===== config.mk =====
export PLATFORM = sky130hd
export DESIGN_NAME = barrel_shift_arbiter
export DESIGN_NICKNAME = d
export VERILOG_FILES = /design/src/rtl/fpu_pkg.sv /design/src/rtl/barrel_shifter.sv /design/src/rtl/barrel_shift_arbiter.sv
export SDC_FILE = /design/constraint.sdc
export NUM_CORES = 1
export LEC_CHECK = 0
export ABC_AREA = 1
export CAP_MARGIN = 20
export CORE_ASPECT_RATIO = 0.8
export CORE_MARGIN = 3
export CORE_UTILIZATION = 50
export CTS_CLUSTER_SIZE = 25
export DETAILED_ROUTE_END_ITERATION = 6
export PLACE_DENSITY = 0.82
export SLEW_MARGIN = 20
export SYNTH_ARGS = -nofsm -noshare
export SYNTH_HDL_FRONTEND = slang
export SYNTH_SLANG_ARGS = --single-unit
export TNS_END_PERCENT = 100

===== constraint.sdc =====
create_clock -name clk -period 2.9 [get_ports clk]
set_clock_uncertainty 0.15 [all_clocks]
set_input_delay 0.58 -clock clk [delete_from_list [all_inputs] [get_ports clk]]
set_output_delay 0.58 -clock clk [all_outputs]
set_load 0.02 [all_outputs]

===== src/rtl/fpu_pkg.sv =====
// Shared widths and types for the shared barrel-shift arbiter.
// Only the 32-bit configuration is supported.
package fpu_pkg;

  localparam int DATA_W  = 32;
  localparam int SHAMT_W = 5;

  typedef enum logic {
    EMPTY = 1'b0,
    FULL  = 1'b1
  } state_t;

  typedef logic req_id_t;

  localparam req_id_t REQ0 = 1'b0;
  localparam req_id_t REQ1 = 1'b1;

  function automatic req_id_t other_id(input req_id_t id);
    return ~id;
  endfunction

endpackage


===== src/rtl/barrel_shifter.sv =====
// Combinational logical barrel shifter, zero fill in both directions.
// Left shifts reuse the right-shift network by bit-reversing input and output.
module barrel_shifter #(
  parameter int DATA_W  = fpu_pkg::DATA_W,
  parameter int SHAMT_W = fpu_pkg::SHAMT_W
) (
  input  logic [DATA_W-1:0]  a,
  input  logic [SHAMT_W-1:0] shift_amount,
  input  logic               left,
  output logic [DATA_W-1:0]  res
);

  function automatic logic [DATA_W-1:0] bit_rev(input logic [DATA_W-1:0] v);
    logic [DATA_W-1:0] r;
    for (int i = 0; i < DATA_W; i++) begin
      r[i] = v[DATA_W-1-i];
    end
    return r;
  endfunction

  logic [DATA_W-1:0] stage_s;

  // Log-depth right-shift stages, one per shift-amount bit.
  always_comb begin
    if (left) begin
      stage_s = bit_rev(a);
    end else begin
      stage_s = a;
    end
    for (int s = 0; s < SHAMT_W; s++) begin
      if (shift_amount[s]) begin
        stage_s = stage_s >> (1 << s);
      end else begin
        stage_s = stage_s;
      end
    end
    if (left) begin
      res = bit_rev(stage_s);
    end else begin
      res = stage_s;
    end
  end

endmodule


===== src/rtl/barrel_shift_arbiter.sv =====
// Two requesters share one barrel shifter through a round-robin grant and a
// one-entry registered result tagged with its owner.
module barrel_shift_arbiter #(
  parameter int DATA_W  = fpu_pkg::DATA_W,
  parameter int SHAMT_W = fpu_pkg::SHAMT_W
) (
  input  logic               clk,
  input  logic               rst_n,
  input  logic               req0_valid,
  output logic               req0_ready,
  input  logic [DATA_W-1:0]  req0_a,
  input  logic [SHAMT_W-1:0] req0_shamt,
  input  logic               req0_left,
  input  logic               req1_valid,
  output logic               req1_ready,
  input  logic [DATA_W-1:0]  req1_a,
  input  logic [SHAMT_W-1:0] req1_shamt,
  input  logic               req1_left,
  output logic               rsp0_valid,
  input  logic               rsp0_ready,
  output logic               rsp1_valid,
  input  logic               rsp1_ready,
  output logic [DATA_W-1:0]  rsp_res
);

  import fpu_pkg::*;

  state_t             state_r, next_state_s;
  req_id_t            owner_r, next_owner_s;
  req_id_t            ptr_r, next_ptr_s;
  logic [DATA_W-1:0]  res_r, next_res_s;
  logic [1:0]         rsp_valid_r, next_rsp_valid_s;
  logic               owner_ready_s, can_grant_s, grant0_s, grant1_s, load_s;
  logic [DATA_W-1:0]  shift_a_s, shift_res_s;
  logic [SHAMT_W-1:0] shift_amt_s;
  logic               shift_left_s;

  // Grant decision and operand mux; a held result frees the slot when its owner consumes it.
  always_comb begin
    if (owner_r == REQ1) begin
      owner_ready_s = rsp1_ready;
    end else begin
      owner_ready_s = rsp0_ready;
    end
    can_grant_s = (state_r == EMPTY) || owner_ready_s;
    grant0_s    = can_grant_s && req0_valid && (!req1_valid || (ptr_r == REQ0));
    grant1_s    = can_grant_s && req1_valid && (!req0_valid || (ptr_r == REQ1));
    load_s      = grant0_s || grant1_s;
    if (grant1_s) begin
      shift_a_s    = req1_a;
      shift_amt_s  = req1_shamt;
      shift_left_s = req1_left;
    end else begin
      shift_a_s    = req0_a;
      shift_amt_s  = req0_shamt;
      shift_left_s = req0_left;
    end
  end

  barrel_shifter #(
    .DATA_W  (DATA_W),
    .SHAMT_W (SHAMT_W)
  ) u_shifter (
    .a            (shift_a_s),
    .shift_amount (shift_amt_s),
    .left         (shift_left_s),
    .res          (shift_res_s)
  );

  // Next-state logic for the result slot, owner tag and priority pointer.
  always_comb begin
    next_state_s     = state_r;
    next_owner_s     = owner_r;
    next_ptr_s       = ptr_r;
    next_res_s       = res_r;
    next_rsp_valid_s = rsp_valid_r;
    if (load_s) begin
      next_owner_s     = grant1_s ? REQ1 : REQ0;
      next_ptr_s       = other_id(grant1_s ? REQ1 : REQ0);
      next_res_s       = shift_res_s;
      next_rsp_valid_s = grant1_s ? 2'b10 : 2'b01;
    end else begin
      next_ptr_s = ptr_r;
    end
    case (state_r)
      EMPTY: begin
        if (load_s) begin
          next_state_s = FULL;
        end else begin
          next_state_s = EMPTY;
        end
      end
      FULL: begin
        if (load_s) begin
          next_state_s = FULL;
        end else if (owner_ready_s) begin
          next_state_s     = EMPTY;
          next_rsp_valid_s = 2'b00;
        end else begin
          next_state_s = FULL;
        end
      end
      default: begin
        next_state_s     = EMPTY;
        next_rsp_valid_s = 2'b00;
      end
    endcase
  end

  // State register; reset discards any held result.
  always_ff @(posedge clk or negedge rst_n) begin
    if (!rst_n) begin
      state_r     <= EMPTY;
      owner_r     <= REQ0;
      ptr_r       <= REQ0;
      res_r       <= '0;
      rsp_valid_r <= 2'b00;
    end else begin
      state_r     <= next_state_s;
      owner_r     <= next_owner_s;
      ptr_r       <= next_ptr_s;
      res_r       <= next_res_s;
      rsp_valid_r <= next_rsp_valid_s;
    end
  end

  assign req0_ready = grant0_s && rst_n;
  assign req1_ready = grant1_s && rst_n;
  assign rsp0_valid = rsp_valid_r[0];
  assign rsp1_valid = rsp_valid_r[1];
  assign rsp_res    = res_r;

endmodule


==> results.py <==
metrics = {
    "logic_synthesis": {
        "ys_seq_area_frac": 0.2078,
        "syn_area_per_cell_um2": 5.569,
        "synth_nets": 882,
        "yosysUniqueCellTypes": 27,
        "syn_inst": 800,
        "ys_ff_latch": 37,
        "syn_area_um2": 4456,
        "yosysWarnings": 0,
    },
    "grt": {
        "grt_first_pass_wirelength_um": 27370,
        "grt_overflow": 0,
        "grt_max_degree": 57,
        "antenna_found_initial": 0,
        "grt_pass1_vias": 5575,
        "grt_usage": 0.3246,
    },
    "outcome": {
        "violations": "DRC, setup timing",
        "status": "finished, violations left",
    },
    "worst_setup_path": {
        "cp.required_ns": 2.94,
        "crit_family": "simple AND/OR/NAND/NOR gates",
        "critPathMaxStageDelay_ns": 0.47,
        "critPathMaxFanout": 15,
        "worst-path-buf-inv": 5,
        "critical_path_arrival_ns": 2.99,
        "crit_chain": "clkdlybuf4s50_1 > inv_1 > a21oi_4 > nand2_4 > buf_12 > nand2_1 > o21ai_4 > buf_6 > clkbuf_16 > nand3_1 > nand3_1 > nand3_1 > nand3_1 > nand3_2 > nand3_1 > nand2_1 > nand2_1",
        "crit_top_cell": "nand3_1",
        "critPathLaunchType": "input port",
        "r2r_start": "owner_r",
        "path_class": "input port to flip-flop",
        "crit_start": "req1_valid",
        "crit_path_end_kind": "flip-flop",
        "slowest_stage": "clkdlybuf4s50_1",
    },
    "pwr": {
        "swShare": 0.5466,
        "power_density_nw_per_um2": 986.4,
        "p_int_mw": 2.999,
        "power_switching_mw": 3.615,
        "leakage_nw": 3.261,
        "comb_power_share": 0.807,
        "peakVddDrop_mv": 0.6709,
        "clock_power_share": 0.055,
        "pwr-share-seq": 0.138,
    },
    "cts": {
        "cts_buffer_depth": 2,
        "cts_tree": "built",
        "clkTransAtPathRegs_ns": 0.07,
        "cts_buffers": 5,
        "cts_sinks": 37,
        "ctsHoldBuffers": 0,
        "clockRootBuffer": "clkbuf_8",
        "worstSkewPairLatency_ns": 0.30,
        "cts_max_level": 2,
    },
    "floorplanning": {
        "rows": 30,
        "die_y_um": 90.43,
        "die_x_um": 111.5,
        "die_area_um2": 10090,
        "ios": 118,
        "start_util": 0.5206,
        "core-area_um2": 8558,
    },
    "final_layout": {
        "num_antenna_cells": 0,
        "mostFrequentLayoutCells": "247 x nand2_1, 232 x nand3_1, 115 x clkdlybuf4s50_1",
        "layout-drive-gt1-share": 0.1823,
        "finalNetCount": 1008,
        "stdcell_count": 1039,
        "syn2layout_area_growth_pct": 50.49,
        "final_common_cell": "nand2_1",
    },
    "sta": {
        "setup-tns-final_ns": -0.5221,
        "final_max_slew_viol_count": 0,
        "finalSetupViolCount": 26,
        "slew_headroom": 0.6821,
        "min_period_ns": 2.952,
        "worst_pin_slew_ns": 0.4769,
        "fin_ws_ns": -0.05214,
        "hold-worst-slack_ns": 0.3303,
        "fmax_ghz": 0.3387,
        "rsz0062_at_grt": "true",
        "post-route-period-util": 1.018,
        "hold_viol": 0,
    },
    "route": {
        "post_drt_via_cell_ratio": 6.068,
        "remaining_drc_errors": 2,
        "ant_nets": 0,
        "post_drt_wl_per_cell_um": 17.85,
        "firstDrtPassIters": 7,
        "vias": 6305,
        "drt_iter0_markers": 769,
        "wl_um": 18540,
    },
    "worst_hold_path": {
        "worstHoldStart": "rsp_res[12]",
        "hp-class": "flip-flop to flip-flop",
    },
    "placed_design": {
        "numPortBuffers": 117,
        "place_inst": 1018,
        "globalplace.congestion": 0.9291,
        "dpl.hpwl_um": 12930,
    },
    "job": {
        "max_cap_violations": 0,
    },
}
-- metal layers --
metal  track usage  wire length, um  vias to the layer above
li1              -                -                     2957
met1        0.4460             7621                     2890
met2        0.5397             8616                      403
met3       0.05760             1901                       55
met4       0.06180              405                        0
met5             0                0                        -
-- synth_stat cells (all sizes together) --
library cell  number  area, um2
nand2            260      983.4
nand3            296       1486
inv               52      195.2
clkinv             1      3.750
o31ai              2      15.01
buf               26      151.4
nand4             11      68.82
a21oi             32      171.4
a21boi             1      7.510
nand3b            23      172.7
nor2               6      25.03
and2               1      6.260
o21ai             17      103.9
dfrtp             37      925.9
or2                3      18.77
clkbuf            32      120.1
-- final cells by class --
class | instances | area [um2]
fillers | 637 | 1853
flip-flops and latches | 37 | 925.9
multi-input cells | 652 | 3473
clock inverters | 3 | 17.52
repair buffers | 177 | 1877
inverters | 53 | 202.7
clock buffers | 5 | 68.82
well taps | 112 | 140.1
-- metrics by stage --
step	util	total power, mW	area, um2	worst slack, ns
after global placement	0.7009	5.390	5998	-0.2245
after detailed placement	0.7009	5.505	5998	-0.2954
after floorplan	-	3.823	4456	0.4010
after global routing	0.7835	7.083	6705	-0.1641
after CTS	0.7107	5.887	6082	-0.01219
final	0.7835	6.614	6705	-0.05214
-- worst register-to-register path, cell delays in order, from the launching register on --
cell and delay (ns):
dfrtp_1 0.35, inv_1 0.06, nand2_1 0.12, nand3_4 0.12, nand2_4 0.17, inv_1 0.11
buf_4 0.17, or2_2 0.31, o21ai_4 0.15, clkinvlp_4 0.18, buf_4 0.22, nand4_1 0.13
nand3_1 0.09, nand2_1 0.11, nand2_1 0.06
-- registers in the layout (all words and copies together) (netlist names) --
register,count
rsp_valid_r,2
owner_r,1
rsp_res,32
state_r,1
ptr_r,1
-- kinds of logic after synthesis --
| group | synth area share |
|---|---|
| DFF | 0.2078 |
| AOI/OAI and AO/OA | 0.06684 |
| and+or+nand+nor | 0.6198 |
| buffers and inverters | 0.1056 |
-- repair_timing --
item / 4_1_cts / 5_1_grt
pin swaps: 0 / 9
buffers inserted: 0 / 7
gates resized for setup: 2 / 102
setup endpoints to repair: 3 / 33
gates cloned: 0 / 6
-- power groups by stage --
stage	Combinational [mW]	Sequential, mW	Clock (mW)
floorplan	2.64	1.18	0
global placement	4.49	0.900	0
detailed placement	4.59	0.914	0
CTS	4.61	0.906	0.372
global route	5.75	0.935	0.394
finish	5.34	0.912	0.367
-- worst paths after layout --
check / to / slack (ns) / depth (start not counted)
min in group asynchronous: ptr_r / 0.60 / 2
worst max register to register: rsp_res[21] / 0.29 / 14
worst min register to register: rsp_res[12] / 0.33 / 2
worst min-delay path: rsp_res[12] / 0.33 / 2
max in group asynchronous: rsp_res[30] / 1.65 / 2
worst max-delay path: rsp_res[11] / -0.05 / 17
No activity file was read; power rests on OpenSTA's default activity.
